`src/rtl/dtw_core_ctrl_if.sv`:
```
// Host-side bundle for dtw_core_ctrl: query/reference sample streams and the
// result handshake. The master drives samples and consumes results.
interface dtw_core_ctrl_if #(
  parameter int unsigned width = 16
);
  logic [width-1:0] sqg_data;
  logic             sqg_valid;
  logic             sqg_ready;

  logic [width-1:0] ref_data;
  logic             ref_valid;
  logic             ref_ready;

  logic             res_valid;
  logic             res_ready;
  logic [width-1:0] res_minval;
  logic [31:0]      res_position;
  logic             res_hit;
  logic [31:0]      res_cycles;

  modport master (
    output sqg_data, sqg_valid, ref_data, ref_valid, res_ready,
    input  sqg_ready, ref_ready, res_valid, res_minval, res_position,
           res_hit, res_cycles
  );

  modport slave (
    input  sqg_data, sqg_valid, ref_data, ref_valid, res_ready,
    output sqg_ready, ref_ready, res_valid, res_minval, res_position,
           res_hit, res_cycles
  );
endinterface

```
`src/rtl/dtw_core_ctrl.sv`:
```
// Job sequencer for the subsequence-DTW systolic datapath: streams one query
// and one reference, stalls on starvation, and returns min cost/position/hit.
module dtw_core_ctrl #(
  parameter int unsigned width    = 16,
  parameter int unsigned SQG_SIZE = 250
) (
  input  logic             clk,
  input  logic             rst_n,
  input  logic             start,
  input  logic [31:0]      cfg_ref_len,
  input  logic [width-1:0] cfg_thresh,
  input  logic             abort,
  output logic             busy,
  output logic             err,
  dtw_core_ctrl_if.slave   bus,
  output logic             dp_rst,
  output logic             dp_running,
  output logic [width-1:0] dp_squiggle,
  output logic [width-1:0] dp_rword,
  output logic [31:0]      dp_ref_len,
  input  logic [width-1:0] dp_minval,
  input  logic [31:0]      dp_position,
  input  logic             dp_done
);

  localparam int unsigned      SQG_W    = $clog2(SQG_SIZE + 1);
  localparam logic [SQG_W-1:0] SQG_LAST = SQG_W'(SQG_SIZE);

  typedef enum logic [2:0] {
    S_IDLE,
    S_CLEAR,
    S_PRIME,
    S_RUN,
    S_DRAIN,
    S_RESULT
  } state_e;

  state_e           state_q, state_d;
  logic             abort_pend_q, abort_pend_d;
  logic             rst_hold_q;
  logic             err_q, err_d;
  logic [31:0]      ref_len_q, ref_len_d;
  logic [width-1:0] thresh_q, thresh_d;
  logic [SQG_W-1:0] sqg_cnt_q, sqg_cnt_d;
  logic [31:0]      ref_cnt_q, ref_cnt_d;
  logic [31:0]      cyc_q, cyc_d;
  logic             drain_q, drain_d;
  logic [width-1:0] res_minval_q, res_minval_d;
  logic [31:0]      res_position_q, res_position_d;
  logic             res_hit_q, res_hit_d;
  logic [31:0]      res_cycles_q, res_cycles_d;

  logic sqg_more, ref_more, sqg_ok, ref_ok;
  logic run_en, sqg_rdy, ref_rdy, res_vld;

  always_comb begin
    state_d        = state_q;
    abort_pend_d   = abort_pend_q;
    err_d          = err_q;
    ref_len_d      = ref_len_q;
    thresh_d       = thresh_q;
    sqg_cnt_d      = sqg_cnt_q;
    ref_cnt_d      = ref_cnt_q;
    cyc_d          = cyc_q;
    drain_d        = drain_q;
    res_minval_d   = res_minval_q;
    res_position_d = res_position_q;
    res_hit_d      = res_hit_q;
    res_cycles_d   = res_cycles_q;
    run_en         = 1'b0;
    sqg_rdy        = 1'b0;
    ref_rdy        = 1'b0;
    res_vld        = 1'b0;

    sqg_more = sqg_cnt_q < SQG_LAST;
    ref_more = ref_cnt_q < ref_len_q;
    sqg_ok   = (sqg_cnt_q == SQG_LAST) | bus.sqg_valid;
    ref_ok   = (ref_cnt_q == ref_len_q) | bus.ref_valid;

    unique case (state_q)
      S_IDLE: begin
        if (start) begin
          if (cfg_ref_len == '0) begin
            err_d = 1'b1;
          end else begin
            state_d      = S_CLEAR;
            abort_pend_d = 1'b0;
            err_d        = 1'b0;
            ref_len_d    = cfg_ref_len;
            thresh_d     = cfg_thresh;
            sqg_cnt_d    = '0;
            ref_cnt_d    = '0;
            cyc_d        = '0;
            drain_d      = 1'b0;
          end
        end
      end
      S_CLEAR: begin
        // The same clear state serves a fresh job and the abort clean-up.
        state_d      = abort_pend_q ? S_IDLE : S_PRIME;
        abort_pend_d = 1'b0;
      end
      S_PRIME: begin
        run_en  = 1'b1;
        state_d = S_RUN;
      end
      S_RUN: begin
        cyc_d   = cyc_q + 32'd1;
        run_en  = sqg_ok & ref_ok & ~dp_done;
        sqg_rdy = run_en & sqg_more;
        ref_rdy = run_en & ref_more;
        if (sqg_rdy && bus.sqg_valid) sqg_cnt_d = sqg_cnt_q + SQG_W'(1);
        if (ref_rdy && bus.ref_valid) ref_cnt_d = ref_cnt_q + 32'd1;
        if (dp_done) state_d = S_DRAIN;
      end
      S_DRAIN: begin
        drain_d = 1'b1;
        if (drain_q) begin
          res_minval_d   = dp_minval;
          res_position_d = dp_position;
          res_hit_d      = dp_minval < thresh_q;
          res_cycles_d   = cyc_q;
          state_d        = S_RESULT;
        end
      end
      S_RESULT: begin
        res_vld = 1'b1;
        if (bus.res_ready) state_d = S_IDLE;
      end
      default: state_d = S_IDLE;
    endcase

    // Abort outranks everything: freeze streams, hide the result, discard capture.
    if (abort && state_q != S_IDLE) begin
      state_d        = S_CLEAR;
      abort_pend_d   = 1'b1;
      run_en         = 1'b0;
      sqg_rdy        = 1'b0;
      ref_rdy        = 1'b0;
      res_vld        = 1'b0;
      sqg_cnt_d      = sqg_cnt_q;
      ref_cnt_d      = ref_cnt_q;
      res_minval_d   = res_minval_q;
      res_position_d = res_position_q;
      res_hit_d      = res_hit_q;
      res_cycles_d   = res_cycles_q;
    end
  end

  always_ff @(posedge clk or negedge rst_n) begin
    if (!rst_n) begin
      state_q        <= S_IDLE;
      abort_pend_q   <= 1'b0;
      rst_hold_q     <= 1'b1;
      err_q          <= 1'b0;
      ref_len_q      <= '0;
      thresh_q       <= '0;
      sqg_cnt_q      <= '0;
      ref_cnt_q      <= '0;
      cyc_q          <= '0;
      drain_q        <= 1'b0;
      res_minval_q   <= '0;
      res_position_q <= '0;
      res_hit_q      <= 1'b0;
      res_cycles_q   <= '0;
    end else begin
      state_q        <= state_d;
      abort_pend_q   <= abort_pend_d;
      rst_hold_q     <= 1'b0;
      err_q          <= err_d;
      ref_len_q      <= ref_len_d;
      thresh_q       <= thresh_d;
      sqg_cnt_q      <= sqg_cnt_d;
      ref_cnt_q      <= ref_cnt_d;
      cyc_q          <= cyc_d;
      drain_q        <= drain_d;
      res_minval_q   <= res_minval_d;
      res_position_q <= res_position_d;
      res_hit_q      <= res_hit_d;
      res_cycles_q   <= res_cycles_d;
    end
  end

  assign busy             = state_q != S_IDLE;
  assign err              = err_q;
  assign dp_rst           = rst_hold_q | (state_q == S_CLEAR);
  assign dp_running       = run_en;
  assign dp_squiggle      = bus.sqg_data;
  // Past the end of the reference the datapath is flushed with zeros.
  assign dp_rword         = ref_more ? bus.ref_data : '0;
  assign dp_ref_len       = ref_len_q;
  assign bus.sqg_ready    = sqg_rdy;
  assign bus.ref_ready    = ref_rdy;
  assign bus.res_valid    = res_vld;
  assign bus.res_minval   = res_minval_q;
  assign bus.res_position = res_position_q;
  assign bus.res_hit      = res_hit_q;
  assign bus.res_cycles   = res_cycles_q;

endmodule

```
`src/flat_wrapper.sv`:
```
// flat-port wrapper written by rule: the top's interface ports become plain ports
module dtw_core_ctrl_flat 
#(
  parameter int unsigned width    = 16,
  parameter int unsigned SQG_SIZE = 250
)
  (clk, rst_n, start, cfg_ref_len, cfg_thresh, abort, busy, err, dp_rst, dp_running, dp_squiggle, dp_rword, dp_ref_len, dp_minval, dp_position, dp_done, bus_sqg_data, bus_sqg_valid, bus_ref_data, bus_ref_valid, bus_res_ready, bus_sqg_ready, bus_ref_ready, bus_res_valid, bus_res_minval, bus_res_position, bus_res_hit, bus_res_cycles);
  dtw_core_ctrl_if #(.width(width)) bus_i ();
  input  logic clk;
  input  logic rst_n;
  input  logic start;
  input  logic [31:0] cfg_ref_len;
  input  logic [width-1:0] cfg_thresh;
  input  logic abort;
  output logic busy;
  output logic err;
  output logic dp_rst;
  output logic dp_running;
  output logic [width-1:0] dp_squiggle;
  output logic [width-1:0] dp_rword;
  output logic [31:0] dp_ref_len;
  input  logic [width-1:0] dp_minval;
  input  logic [31:0] dp_position;
  input  logic dp_done;
  input wire logic [$bits(bus_i.sqg_data)-1:0] bus_sqg_data;
  input wire logic [$bits(bus_i.sqg_valid)-1:0] bus_sqg_valid;
  input wire logic [$bits(bus_i.ref_data)-1:0] bus_ref_data;
  input wire logic [$bits(bus_i.ref_valid)-1:0] bus_ref_valid;
  input wire logic [$bits(bus_i.res_ready)-1:0] bus_res_ready;
  output wire logic [$bits(bus_i.sqg_ready)-1:0] bus_sqg_ready;
  output wire logic [$bits(bus_i.ref_ready)-1:0] bus_ref_ready;
  output wire logic [$bits(bus_i.res_valid)-1:0] bus_res_valid;
  output wire logic [$bits(bus_i.res_minval)-1:0] bus_res_minval;
  output wire logic [$bits(bus_i.res_position)-1:0] bus_res_position;
  output wire logic [$bits(bus_i.res_hit)-1:0] bus_res_hit;
  output wire logic [$bits(bus_i.res_cycles)-1:0] bus_res_cycles;
  assign bus_i.sqg_data = bus_sqg_data;
  assign bus_i.sqg_valid = bus_sqg_valid;
  assign bus_i.ref_data = bus_ref_data;
  assign bus_i.ref_valid = bus_ref_valid;
  assign bus_i.res_ready = bus_res_ready;
  assign bus_sqg_ready = bus_i.sqg_ready;
  assign bus_ref_ready = bus_i.ref_ready;
  assign bus_res_valid = bus_i.res_valid;
  assign bus_res_minval = bus_i.res_minval;
  assign bus_res_position = bus_i.res_position;
  assign bus_res_hit = bus_i.res_hit;
  assign bus_res_cycles = bus_i.res_cycles;
  dtw_core_ctrl #(.width(width), .SQG_SIZE(SQG_SIZE)) u_core (.clk(clk), .rst_n(rst_n), .start(start), .cfg_ref_len(cfg_ref_len), .cfg_thresh(cfg_thresh), .abort(abort), .busy(busy), .err(err), .bus(bus_i), .dp_rst(dp_rst), .dp_running(dp_running), .dp_squiggle(dp_squiggle), .dp_rword(dp_rword), .dp_ref_len(dp_ref_len), .dp_minval(dp_minval), .dp_position(dp_position), .dp_done(dp_done));
endmodule
```
`config.mk`:
```
export PLATFORM = sky130hd
export DESIGN_NAME = dtw_core_ctrl_flat
export DESIGN_NICKNAME = d
export VERILOG_FILES = /design/src/rtl/dtw_core_ctrl_if.sv /design/src/rtl/dtw_core_ctrl.sv /design/src/flat_wrapper.sv
export SDC_FILE = /design/constraint.sdc
export NUM_CORES = 1
export LEC_CHECK = 0
export ABC_AREA = 1
export CORE_MARGIN = 3
export CORE_UTILIZATION = 54
export DETAILED_ROUTE_END_ITERATION = 10
export MAX_ROUTING_LAYER = met4
export PLACE_DENSITY = 0.87
export SETUP_SLACK_MARGIN = 0.1
export SYNTH_ARGS = -nofsm -noshare
export SYNTH_HDL_FRONTEND = slang
export SYNTH_SLANG_ARGS = --single-unit
```
`constraint.sdc`:
```
create_clock -name clk -period 5.3 [get_ports clk]
set_input_delay 1.06 -clock clk [delete_from_list [all_inputs] [get_ports clk]]
set_output_delay 1.06 -clock clk [all_outputs]
set_load 0.05 [all_outputs]
```
==> results.txt, run 1 <==
----------------------------------------------------
[Outcome]
  Run status ... finished clean

[Clock tree]
  Root Buffer Master ... sky130_fd_sc_hd__clkbuf_16
  CTS H-Tree Depth ... 1
  Number of buffers created by CTS ... 23
  Maximum buffer depth of the clock tree ... 3
  Clock slew at the register clock pins of the worst setup and hold paths ... about 60 ps
  Post-cts repair resize count ... 0
  Clock latency of the later-clocked register in the worst-skew pair ... around 530 ps
  Hold bufs inserted after CTS ... 0
  CTS tree ... done
  Post-CTS setup-driven buffer insertion count ... 0
  CTS Sinks ... ~210

[Synthesis]
  Yosys Warn Count ... 0
  Share of the yosys chip area belonging to registers ... 0.4660
  Area share of the largest cell type after synthesis ... 0.4636
  Biggest area contributors in the synthesized netlist ... sky130_fd_sc_hd__dfrtp_1 46%, sky130_fd_sc_hd__nand2_1 16%, sky130_fd_sc_hd__ha_1 5.7%, sky130_fd_sc_hd__inv_1 4.9%, sky130_fd_sc_hd__nor2_1 4.3%
  Most area-hungry cell type in the Yosys netlist ... sky130_fd_sc_hd__dfrtp_1
  FF+latch count, synth ... approximately 210
  Post-synthesis average cell area ... 7.754 µm²
  Net Count, Synth ... about 1,600
  Mapped Area ... roughly 11,000 µm²
  Library cells used by synthesis ... 35
  Cells after synthesis ... approximately 1,400

[Routing]
  Number of iterations in the first detailed-routing pass ... 5
  Total wire length after detailed routing ... 30,770 µm
  Mean number of vias per cell ... roughly 5.3
  Wirelength per Cell ... between 15 and 20 µm
  DR DRC count ... 0
  Total number of vias ... between 10,000 and 15,000
  Number of nets with antenna violations after routing ... 0
  Drt first-iter violations ... between 600 and 700

[Global routing]
  Antenna violations before repair ... 0
  Vias in the first global route ... between 9,000 and 10,000
  Global-route wire length before repair ... a little under 50,000 µm
  Maximum number of pins on one net before global-route repair ... between 100 and 150
  GRT Total Usage ... 0.2764
  GRT overflow ... 0

[Setup path]
  Critical Path Source Type ... flip-flop
  Critical-path cell list ... ha_1 -> a21oi_1 -> o21ai_0 -> nand2_1 -> nand2_1 -> a21oi_1 -> nand2_1 -> nor2_1 -> clkdlybuf4s50_1
  Worst setup path class ... reg -> out
  Number of buffers and inverters on the critical path ... 1
  Cell with the biggest individual delay on the critical path ... sky130_fd_sc_hd__clkdlybuf4s50_1
  Endpoint required time on the critical path ... ~4200 ps
  Worst stage delay on the critical path ... 830 ps
  Most numerous cell on the critical path ... sky130_fd_sc_hd__nand2_1
  Dominant delay contributor by cell family on the critical path ... buffers and inverters
  Arrival time of the worst setup path ... 3360 ps
  Type of element capturing the critical path ... primary output
  Maximum net fanout on the critical path ... 17

[Place]
  Count of port buffers added during placement ... ~260
  Area after DPL ... 13,790 µm²
  Minimum setup slack after placement ... roughly 1300 ps
  Half-perimeter wire length after detailed placement ... 22,830 µm
  GP Congestion ... 0.9939

[Flow run]
  Number of max-capacitance violations reported ... 0

[Floorplan]
  Overall die area ... roughly 22,000 µm²
  Die Height ... 149.8 µm
  Core outline area ... roughly 20,000 µm²
  Die Wd ... approximately 150 µm
  Total I/O pin count ... approximately 290
  Initial Utilization ... 0.5612
  Row cnt ... 51

[Timing]
  Final clock skew ... about 12 ps
  Final setup violation count ... 0
  Transition time at the pin with the least slew margin ... 1020 ps
  Final clock period utilization by the worst path ... 0.8342
  Unrepaired setup endpoints after global routing ... false
  Final max-slew violation count ... 0
  Final hold violation count ... 0
  Setup_tns ... 0 ps
  Headroom to the max-slew limit ... 0.3200
  Final WS setup ... 878.5 ps
  F_max ... between 200 and 250 MHz
  Period minus WS final ... roughly 4400 ps

[Pwr]
  Standby leakage power ... 6.703 nW
  Max VDD drop ... about 320 µV
  Power consumption ... slightly above 8 mW
  Cell Pwr Density ... around 560 nW/µm²

[Layout]
  Inserted Diodes ... 0
  Area growth syn-to-layout ... 30.03%
  Share of layout cells above drive strength 1 ... 0.03459
  Nets ... ~1,800
  Cell area after layout ... approximately 15,000 µm²

[Min path]
  Path type of the worst min-delay path ... reg -> reg

----------------------------------------------------
-- routing by layer --
layer,GRT usage,routed length [µm]
met1,0.3313,12340
met2,0.4870,15850
met3,0.03695,1596
met4,0.08371,977
met5,-,0
-- Yosys cell counts --
master / n
sky130_fd_sc_hd__inv_2: 1
sky130_fd_sc_hd__nor3b_1: 3
sky130_fd_sc_hd__nor3_1: 38
sky130_fd_sc_hd__o21ai_1: 15
sky130_fd_sc_hd__o21a_1: 5
sky130_fd_sc_hd__or2_2: 4
sky130_fd_sc_hd__clkbuf_2: 1
sky130_fd_sc_hd__dfrtp_1: 207
sky130_fd_sc_hd__conb_1: 1
sky130_fd_sc_hd__dfstp_2: 1
sky130_fd_sc_hd__nand3_1: 64
sky130_fd_sc_hd__nand2_2: 1
sky130_fd_sc_hd__buf_4: 21
sky130_fd_sc_hd__inv_1: 145
sky130_fd_sc_hd__xnor2_1: 14
sky130_fd_sc_hd__o41ai_1: 1
sky130_fd_sc_hd__a21oi_1: 26
sky130_fd_sc_hd__or3_1: 1
sky130_fd_sc_hd__o21ai_0: 91
sky130_fd_sc_hd__buf_2: 13
sky130_fd_sc_hd__xor2_1: 41
sky130_fd_sc_hd__o22ai_1: 22
sky130_fd_sc_hd__nor4_1: 5
sky130_fd_sc_hd__nand2_1: 475
sky130_fd_sc_hd__nand2_4: 1
sky130_fd_sc_hd__a21o_1: 1
sky130_fd_sc_hd__o21ai_4: 1
sky130_fd_sc_hd__nor2_1: 128
sky130_fd_sc_hd__o32ai_1: 1
sky130_fd_sc_hd__nor3_2: 1
sky130_fd_sc_hd__nand4_1: 24
sky130_fd_sc_hd__ha_1: 51
sky130_fd_sc_hd__nand3b_1: 3
sky130_fd_sc_hd__clkbuf_1: 33
sky130_fd_sc_hd__o31ai_1: 1
-- cell families after synthesis --
kind of cell | after synthesis | synth area share
xor+xnor | 55 | 0.04311
buf+inv | 214 | 0.08051
compound gates | 164 | 0.07917
simple gates | 748 | 0.2738
fa+ha+maj | 51 | 0.05711
other cells | 1 | 0.0003356
flops | 208 | 0.4660
-- path summary, 6_finish.rpt --
check | end | slack [ps] | cells past startpoint | start
max reg2reg | u_core.ref_cnt_q[7] | 2350 | 9 | u_core.state_q[2]
min | u_core.bus.res_position[25] | 470 | 2 | u_core.bus.res_position[25]
max in group asynchronous | u_core.abort_pend_q | 3640 | 2 | rst_n
max | dp_rword[8] | 880 | 9 | u_core.ref_cnt_q[25]
min in group asynchronous | u_core.bus.res_position[20] | 600 | 1 | rst_n
min reg2reg | u_core.bus.res_position[25] | 470 | 2 | u_core.bus.res_position[25]
-- worst min-delay path, stage by stage (launching register included) --
cell	delay, ps
sky130_fd_sc_hd__dfrtp_1	340
sky130_fd_sc_hd__nand2_1	50
sky130_fd_sc_hd__nand2_1	50
-- where the power goes --
part,internal [mW],switching [mW]
Sequential,2.18,0.368
Combinational,1.27,2.82
Clock,0.880,0.665
Total,4.33,3.86
-- sequential cells by signal (all words and copies together), names as in the netlist, 3 cells and up --
register                 cells
u_core.dp_ref_len           32
u_core.sqg_cnt_q             8
u_core.ref_cnt_q            32
u_core.bus.res_cycles       32
u_core.thresh_q             16
u_core.cyc_q                32
u_core.bus.res_position     32
u_core.bus.res_minval       16
u_core.state_q               3
-- cells in the final DEF (no fill, tap or decap), types with 14 or more instances in the layout --
cell                                n
sky130_fd_sc_hd__a21oi_1           26
sky130_fd_sc_hd__clkbuf_16         23
sky130_fd_sc_hd__clkdlybuf4s50_1  254
sky130_fd_sc_hd__dfrtp_1          207
sky130_fd_sc_hd__ha_1              51
sky130_fd_sc_hd__inv_1            144
sky130_fd_sc_hd__nand2_1          475
sky130_fd_sc_hd__nand3_1           63
sky130_fd_sc_hd__nand4_1           24
sky130_fd_sc_hd__nor2_1           128
sky130_fd_sc_hd__nor3_1            38
sky130_fd_sc_hd__o21ai_0           91
sky130_fd_sc_hd__o21ai_1           15
sky130_fd_sc_hd__o22ai_1           22
sky130_fd_sc_hd__xnor2_1           14
sky130_fd_sc_hd__xor2_1            41
-- final cells by class --
class,instances,area [µm²]
inverter,146,548.0
clock buffer,32,659.4
timing repair buffer,262,2621
multi-input combinational,1019,5079
tap,265,331.6
clock inverter,10,83.83
fill,1564,5380
sequential,208,5206
-- through the flow --
step / hold WS [ps] / util / cells
2_1_floorplan: 436.7 / - / 1441
3_3_place_gp: 452.4 / 0.6924 / 1900
3_5_place_dp: 457.3 / 0.6924 / 1900
4_1_cts: 472.3 / 0.7298 / 1942
5_1_grt: 487.0 / 0.7298 / 1942
6_report: 468.1 / 0.7298 / 1942
Power figures use the tool's default switching activity.
==> run 2, diff against run 1 <==
- CORE_UTILIZATION: 54 -> 45
- PLACE_DENSITY: 0.87 -> 0.77
- clock period: 5.3 -> 3.7 ns (I/O delays scaled with it)
==> run 2 against run 1 <==
  * Critical path depth is 1 higher
  * Critical path type unchanged
  * Register-to-register slack worse by 1600 ps
  * Wire length is 1.3% higher
  * Highest routed layer unchanged
  * Critical endpoint is now dp_running
  * Via count is 1.1% lower
  * Non-clock buffer count is 5 higher
  * First-iteration DRC count is 16% higher
  * Clock skew is 3.4 ps higher
  * Sequential share of layout area is 0.49 points lower
  * Global-route usage is 4.0 points lower
==> results.txt, run 2 (synthesis results as in run 1) <==
----------------------------------------------------
[Outcome]
  Run status ... finished clean

[Routing]
  Drt first-iter violations ... between 700 and 800
  Total wire length after detailed routing ... 31,160 µm
  Total number of vias ... between 10,000 and 15,000
  Number of nets with antenna violations after routing ... 0
  Mean number of vias per cell ... just over 5
  DR DRC count ... 0
  Number of iterations in the first detailed-routing pass ... 5
  Wirelength per Cell ... 15.53 µm

[Layout]
  Final Non-Filler Cells ... 2,007
  Area growth syn-to-layout ... 31.84%
  Commonest cells after routing, fill and taps aside ... 474 x sky130_fd_sc_hd__nand2_1, 234 x sky130_fd_sc_hd__clkdlybuf4s50_1, 207 x sky130_fd_sc_hd__dfrtp_1
  Core occupancy in the finished layout ... 0.6039
  Cell area after layout ... around 15,000 µm²
  Nets ... about 1,900
  Most common cell after layout, fill and taps aside ... sky130_fd_sc_hd__nand2_1
  Share of layout cells above drive strength 1 ... 0.05110
  Inserted Diodes ... 0

[Place]
  Half-perimeter wire length after detailed placement ... roughly 23,000 µm
  Area after DPL ... between 10,000 and 15,000 µm²
  Post-placement cell count ... 1,964
  Count of port buffers added during placement ... roughly 260
  GP Congestion ... approximately 0.94

[Clock tree]
  Maximum buffer depth of the clock tree ... 3
  CTS H-Tree Depth ... 1
  Hold bufs inserted after CTS ... 0
  Root Buffer Master ... sky130_fd_sc_hd__clkbuf_16
  CTS tree ... done
  Clock slew at the register clock pins of the worst setup and hold paths ... 60 ps
  Post-cts repair resize count ... 0
  Number of buffers created by CTS ... 24
  Post-CTS setup-driven buffer insertion count ... 0
  CTS Sinks ... 208
  Clock latency of the later-clocked register in the worst-skew pair ... between 500 and 600 ps

[Global routing]
  Global-route wire length before repair ... between 40,000 and 50,000 µm
  Maximum number of pins on one net before global-route repair ... 87
  Antenna violations before repair ... 0
  GRT Total Usage ... 0.2366
  GRT overflow ... 0
  Vias in the first global route ... around 9,800

[Floorplan]
  Row cnt ... 57
  Initial Utilization ... 0.4581
  Core outline area ... ~24,000 µm²
  Overall die area ... ~27,000 µm²
  Die Height ... roughly 160 µm
  Total I/O pin count ... 288
  Die Wd ... 163.6 µm

[Flow run]
  Number of max-capacitance violations reported ... 0

[Timing]
  F_max ... between 200 and 300 MHz
  Final setup violation count ... 0
  Final max-slew violation count ... 0
  Unrepaired setup endpoints after global routing ... false
  Headroom to the max-slew limit ... 0.5052
  Final hold violation count ... 0
  Transition time at the pin with the least slew margin ... 742.3 ps
  Final clock period utilization by the worst path ... 0.9126
  Period minus WS final ... 3377 ps
  Final clock skew ... about 15 ps
  Setup_tns ... 0 ps

[Min path]
  Path type of the worst min-delay path ... in -> async

[Pwr]
  Power consumption ... ~12 mW
  Power share of the combinational group ... 0.487
  Net Sw Power ... 5.508 mW
  Sequential group share of total power ... 0.304
  Max VDD drop ... 577.7 µV
  Share of total power consumed by net switching ... 0.4575
  Standby leakage power ... ~6.8 nW
  Cell Pwr Density ... between 800 and 900 nW/µm²
  Cell-internal power ... 6.533 mW
  Clock network fraction of total power ... 0.209

[Setup path]
  Critical Path Source Type ... flip-flop
  Worst-case reg-to-reg path depth ... 11
  Arrival time of the worst setup path ... about 2600 ps
  Maximum net fanout on the critical path ... 6
  Endpoint required time on the critical path ... just under 3000 ps
  Worst setup path class ... reg -> out
  Type of element capturing the critical path ... primary output

----------------------------------------------------
==> run 2: cell types whose count changed in the layout (fill, tap and decap cells not counted), moves of 2 or more <==
cell	previous run	this run
sky130_fd_sc_hd__buf_12	1	3
sky130_fd_sc_hd__clkinvlp_4	6	1
sky130_fd_sc_hd__clkdlybuf4s50_1	254	234
sky130_fd_sc_hd__buf_4	6	29
sky130_fd_sc_hd__bufinv_16	0	4
sky130_fd_sc_hd__clkinv_2	2	4
==> run 2: metrics by stage <==
| stage | setup WS (ps) | hold WS (ps) |
|---|---|---|
| after floorplan | 445.5 | 436.7 |
| after global placement | 591.4 | 453.2 |
| after detailed placement | 516.5 | 458.6 |
| after CTS | 128.8 | 296.2 |
| after global routing | 155.0 | 320.2 |
| final | 323.4 | 258.3 |
==> run 2: path summary, 6_finish.rpt <==
check / startpoint / end / slack [ps]
setup / recovery: u_core.ref_cnt_q[7] / dp_running / 320
hold / removal: rst_n / u_core.bus.res_position[10] / 260
setup reg to reg: u_core.ref_cnt_q[21] / u_core.ref_cnt_q[19] / 800
hold reg to reg: u_core.bus.res_position[13] / u_core.bus.res_position[13] / 470
max in group asynchronous: rst_n / u_core.bus.res_position[25] / 2470
min in group clk: u_core.bus.res_position[13] / u_core.bus.res_position[13] / 470
==> run 2: layer usage <==
metal / vias up / GRT usage / share of wire
li1: 5044 / - / -
met3: 67 / 0.03627 / 0.056
met2: 292 / 0.3967 / 0.49
met1: 4771 / 0.2967 / 0.42
met5: - / - / 0
met4: 0 / 0.07305 / 0.031
==> run 2: cell type report <==
cell class                      count  area (µm²)
Inverter                          146       548.0
Fill cell                        2174        9661
Tap cell                          324       405.4
Timing Repair Buffer              267        2634
Clock inverter                     10       163.9
Sequential cell                   208        5206
Multi-Input combinational cell   1019        5089
Clock buffer                       33       684.4
==> run 2: worst max-delay path, stage by stage, from the launching register on <==
cell and delay (ps):
sky130_fd_sc_hd__dfrtp_1 480, sky130_fd_sc_hd__ha_1 350, sky130_fd_sc_hd__nand2_1 70, sky130_fd_sc_hd__nor2_1 160, sky130_fd_sc_hd__nand4_1 110, sky130_fd_sc_hd__nor2_1 270
sky130_fd_sc_hd__nand2_1 130, sky130_fd_sc_hd__nand2_1 100, sky130_fd_sc_hd__nand3_1 110, sky130_fd_sc_hd__o21ai_0 110, sky130_fd_sc_hd__buf_4 230
==> run 2: power by group through the flow <==
| stage | Combinational (mW) | Sequential, mW | Clock (mW) |
|---|---|---|---|
| 2_1_floorplan | 1.81 | 5.71 | 0 |
| 3_3_place_gp | 5.79 | 3.66 | 0 |
| 3_5_place_dp | 5.89 | 3.68 | 0 |
| 4_1_cts | 5.92 | 3.66 | 2.57 |
| 5_1_grt | 6.33 | 3.75 | 2.68 |
| 6_report | 5.87 | 3.66 | 2.52 |
==> run 3, diff against run 2 <==
- CTS_BUF_LIST: unset -> sky130_fd_sc_hd__clkbuf_16
==> run 3 against run 2 <==
  * Clock skew decreased by 4.8 ps
  * Utilization decreased by 0.21 points
  * Setup slack got worse by 11 ps
  * Non-clock buffer count unchanged
  * Largest power group unchanged
==> results.txt, run 3 (synthesis results as in run 1) <==
----------------------------------------------------
[Layout]
  Area growth syn-to-layout ... 31.39%
  Area used by sequential logic in the layout ... approximately 5200 µm²
  Inserted Diodes ... 0
  Commonest cells after routing, fill and taps aside ... 474 x sky130_fd_sc_hd__nand2_1, 234 x sky130_fd_sc_hd__clkdlybuf4s50_1, 207 x sky130_fd_sc_hd__dfrtp_1
  Most common cell after layout, fill and taps aside ... sky130_fd_sc_hd__nand2_1
  Final Non-Filler Cells ... between 2,000 and 2,500
  Share of layout cells above drive strength 1 ... 0.04813
  Fillcell total ... 2,179
  Nets ... around 1,900
  Footprint of the multi-input gates ... between 5000 and 6000 µm²

[Timing]
  Final clock period utilization by the worst path ... 0.9155
  F_max ... between 200 and 300 MHz
  Setup_tns ... 0 ps
  Transition time at the pin with the least slew margin ... about 750 ps
  Period minus WS final ... roughly 3400 ps
  Final hold violation count ... 0
  Headroom to the max-slew limit ... 0.5031
  Final max-slew violation count ... 0
  Final setup violation count ... 0
  Unrepaired setup endpoints after global routing ... false
  Final clock skew ... ~11 ps

[Setup path]
  Worst stage delay on the critical path ... ~490 ps
  Endpoint required time on the critical path ... 2960 ps
  Cell with the biggest individual delay on the critical path ... sky130_fd_sc_hd__dfrtp_1
  Critical-path cell list ... ha_1 -> nand2_1 -> nor2_1 -> nand4_1 -> nor2_1 -> nand2_1 -> nand2_1 -> nand3_1 -> o21ai_0 -> buf_4
  Critical Path Source Type ... flip-flop
  Worst setup path class ... reg -> out
  Type of element capturing the critical path ... primary output
  Maximum net fanout on the critical path ... 6
  Most numerous cell on the critical path ... sky130_fd_sc_hd__nand2_1
  Arrival time of the worst setup path ... 2650 ps

[Global routing]
  Vias in the first global route ... between 9,000 and 10,000
  Global-route wire length before repair ... roughly 50,000 µm
  Maximum number of pins on one net before global-route repair ... 87
  GRT overflow ... 0
  Antenna violations before repair ... 0
  GRT Total Usage ... 0.2368

[Pwr]
  Cell Pwr Density ... between 800 and 900 nW/µm²
  Sequential group share of total power ... 0.306
  Net Sw Power ... 5.512 mW
  Standby leakage power ... slightly below 7 nW
  Max VDD drop ... about 580 µV
  Cell-internal power ... roughly 6.4 mW
  Power consumption ... ~12 mW
  Power share of the combinational group ... 0.492
  Clock network fraction of total power ... 0.202
  Share of total power consumed by net switching ... 0.4620

[Place]
  Half-perimeter wire length after detailed placement ... 23,270 µm
  GP Congestion ... between 0.9 and 1
  Count of port buffers added during placement ... 255
  Post-placement cell count ... a little under 2,000

[Floorplan]
  Initial Utilization ... 0.4581
  Die Wd ... 163.6 µm
  Die Height ... 163.6 µm
  Core outline area ... 24,390 µm²
  Row cnt ... 57
  Total I/O pin count ... around 290
  Overall die area ... roughly 27,000 µm²

[Outcome]
  Run status ... finished clean

[Routing]
  Drt first-iter violations ... 794
  Mean number of vias per cell ... between 5 and 6
  Number of nets with antenna violations after routing ... 0
  Wirelength per Cell ... between 15 and 20 µm
  Total wire length after detailed routing ... between 30,000 and 40,000 µm
  Number of iterations in the first detailed-routing pass ... 5
  DR DRC count ... 0
  Total number of vias ... about 10,000

[Clock tree]
  CTS Sinks ... between 200 and 250
  Clock latency of the later-clocked register in the worst-skew pair ... 520 ps
  Number of buffers created by CTS ... 24
  Root Buffer Master ... sky130_fd_sc_hd__clkbuf_16
  Maximum buffer depth of the clock tree ... 3
  CTS H-Tree Depth ... 1
  Clock slew at the register clock pins of the worst setup and hold paths ... ~60 ps
  CTS tree ... done
  Hold bufs inserted after CTS ... 0

[Flow run]
  Number of max-capacitance violations reported ... 0

[Min path]
  Path type of the worst min-delay path ... in -> async

----------------------------------------------------
==> run 3: metrics by stage <==
step           setup WS [ps]  utilization  hold WS (ps)  instance area (µm²)
6_report               312.8       0.6019         260.5                14680
5_1_grt                152.6       0.6019         320.3                14680
4_1_cts                124.6       0.6015         296.4                14670
3_5_place_dp           516.5       0.5687         458.6                13870
3_3_place_gp           591.4       0.5687         453.2                13870
2_1_floorplan          445.5            -         436.7                11170
==> run 3: final timing paths <==
path	start	end	slack [ps]	depth (start not counted)
max in group asynchronous	rst_n	u_core.cyc_q[27]	2470	2
max	u_core.ref_cnt_q[7]	dp_running	310	10
max reg2reg	u_core.ref_cnt_q[21]	u_core.ref_cnt_q[19]	790	11
min in group clk	u_core.bus.res_position[13]	u_core.bus.res_position[13]	470	2
min reg2reg	u_core.bus.res_position[13]	u_core.bus.res_position[13]	470	2
min	rst_n	u_core.bus.res_position[10]	260	1
==> run 3: what timing repair did <==
item                       in CTS  in global routing
gates resized for setup         0                  3
setup endpoints to repair       0                 18
buffers inserted                0                  0
==> run 3: cell type report <==
cell class                      count  area share
Multi-Input combinational cell   1019      0.3466
Tap cell                          324     0.02761
Inverter                          146     0.03733
Clock buffer                       24     0.04091
Sequential cell                   208      0.3546
Timing Repair Buffer              267      0.1794
Clock inverter                     19     0.01347
==> run 3: worst max-delay path: cells and delay by family (launching register included) <==
family,cells,cell delay (ps)
AOI/OAI and AO/OA,1,110
adders and majority gates,1,350
buffers and inverters,1,230
DFF,1,490
and+or+nand+nor,7,950
==> run 3: power by group through the flow <==
| stage | combinational, mW | clock, mW | sequential [mW] |
|---|---|---|---|
| floorplan | 1.81 | 0 | 5.71 |
| global placement | 5.79 | 0 | 3.66 |
| detailed placement | 5.89 | 0 | 3.68 |
| CTS | 5.92 | 2.45 | 3.66 |
| global route | 6.33 | 2.56 | 3.75 |
| finish | 5.87 | 2.41 | 3.66 |
==> run 3: metal layers <==
metal / track usage / part of all wire / up-vias
met5: - / 0 / -
met4: 0.07536 / 0.035 / 0
met3: 0.03576 / 0.053 / 77
met2: 0.3967 / 0.49 / 277
met1: 0.2966 / 0.43 / 4771
li1: - / - / 5039
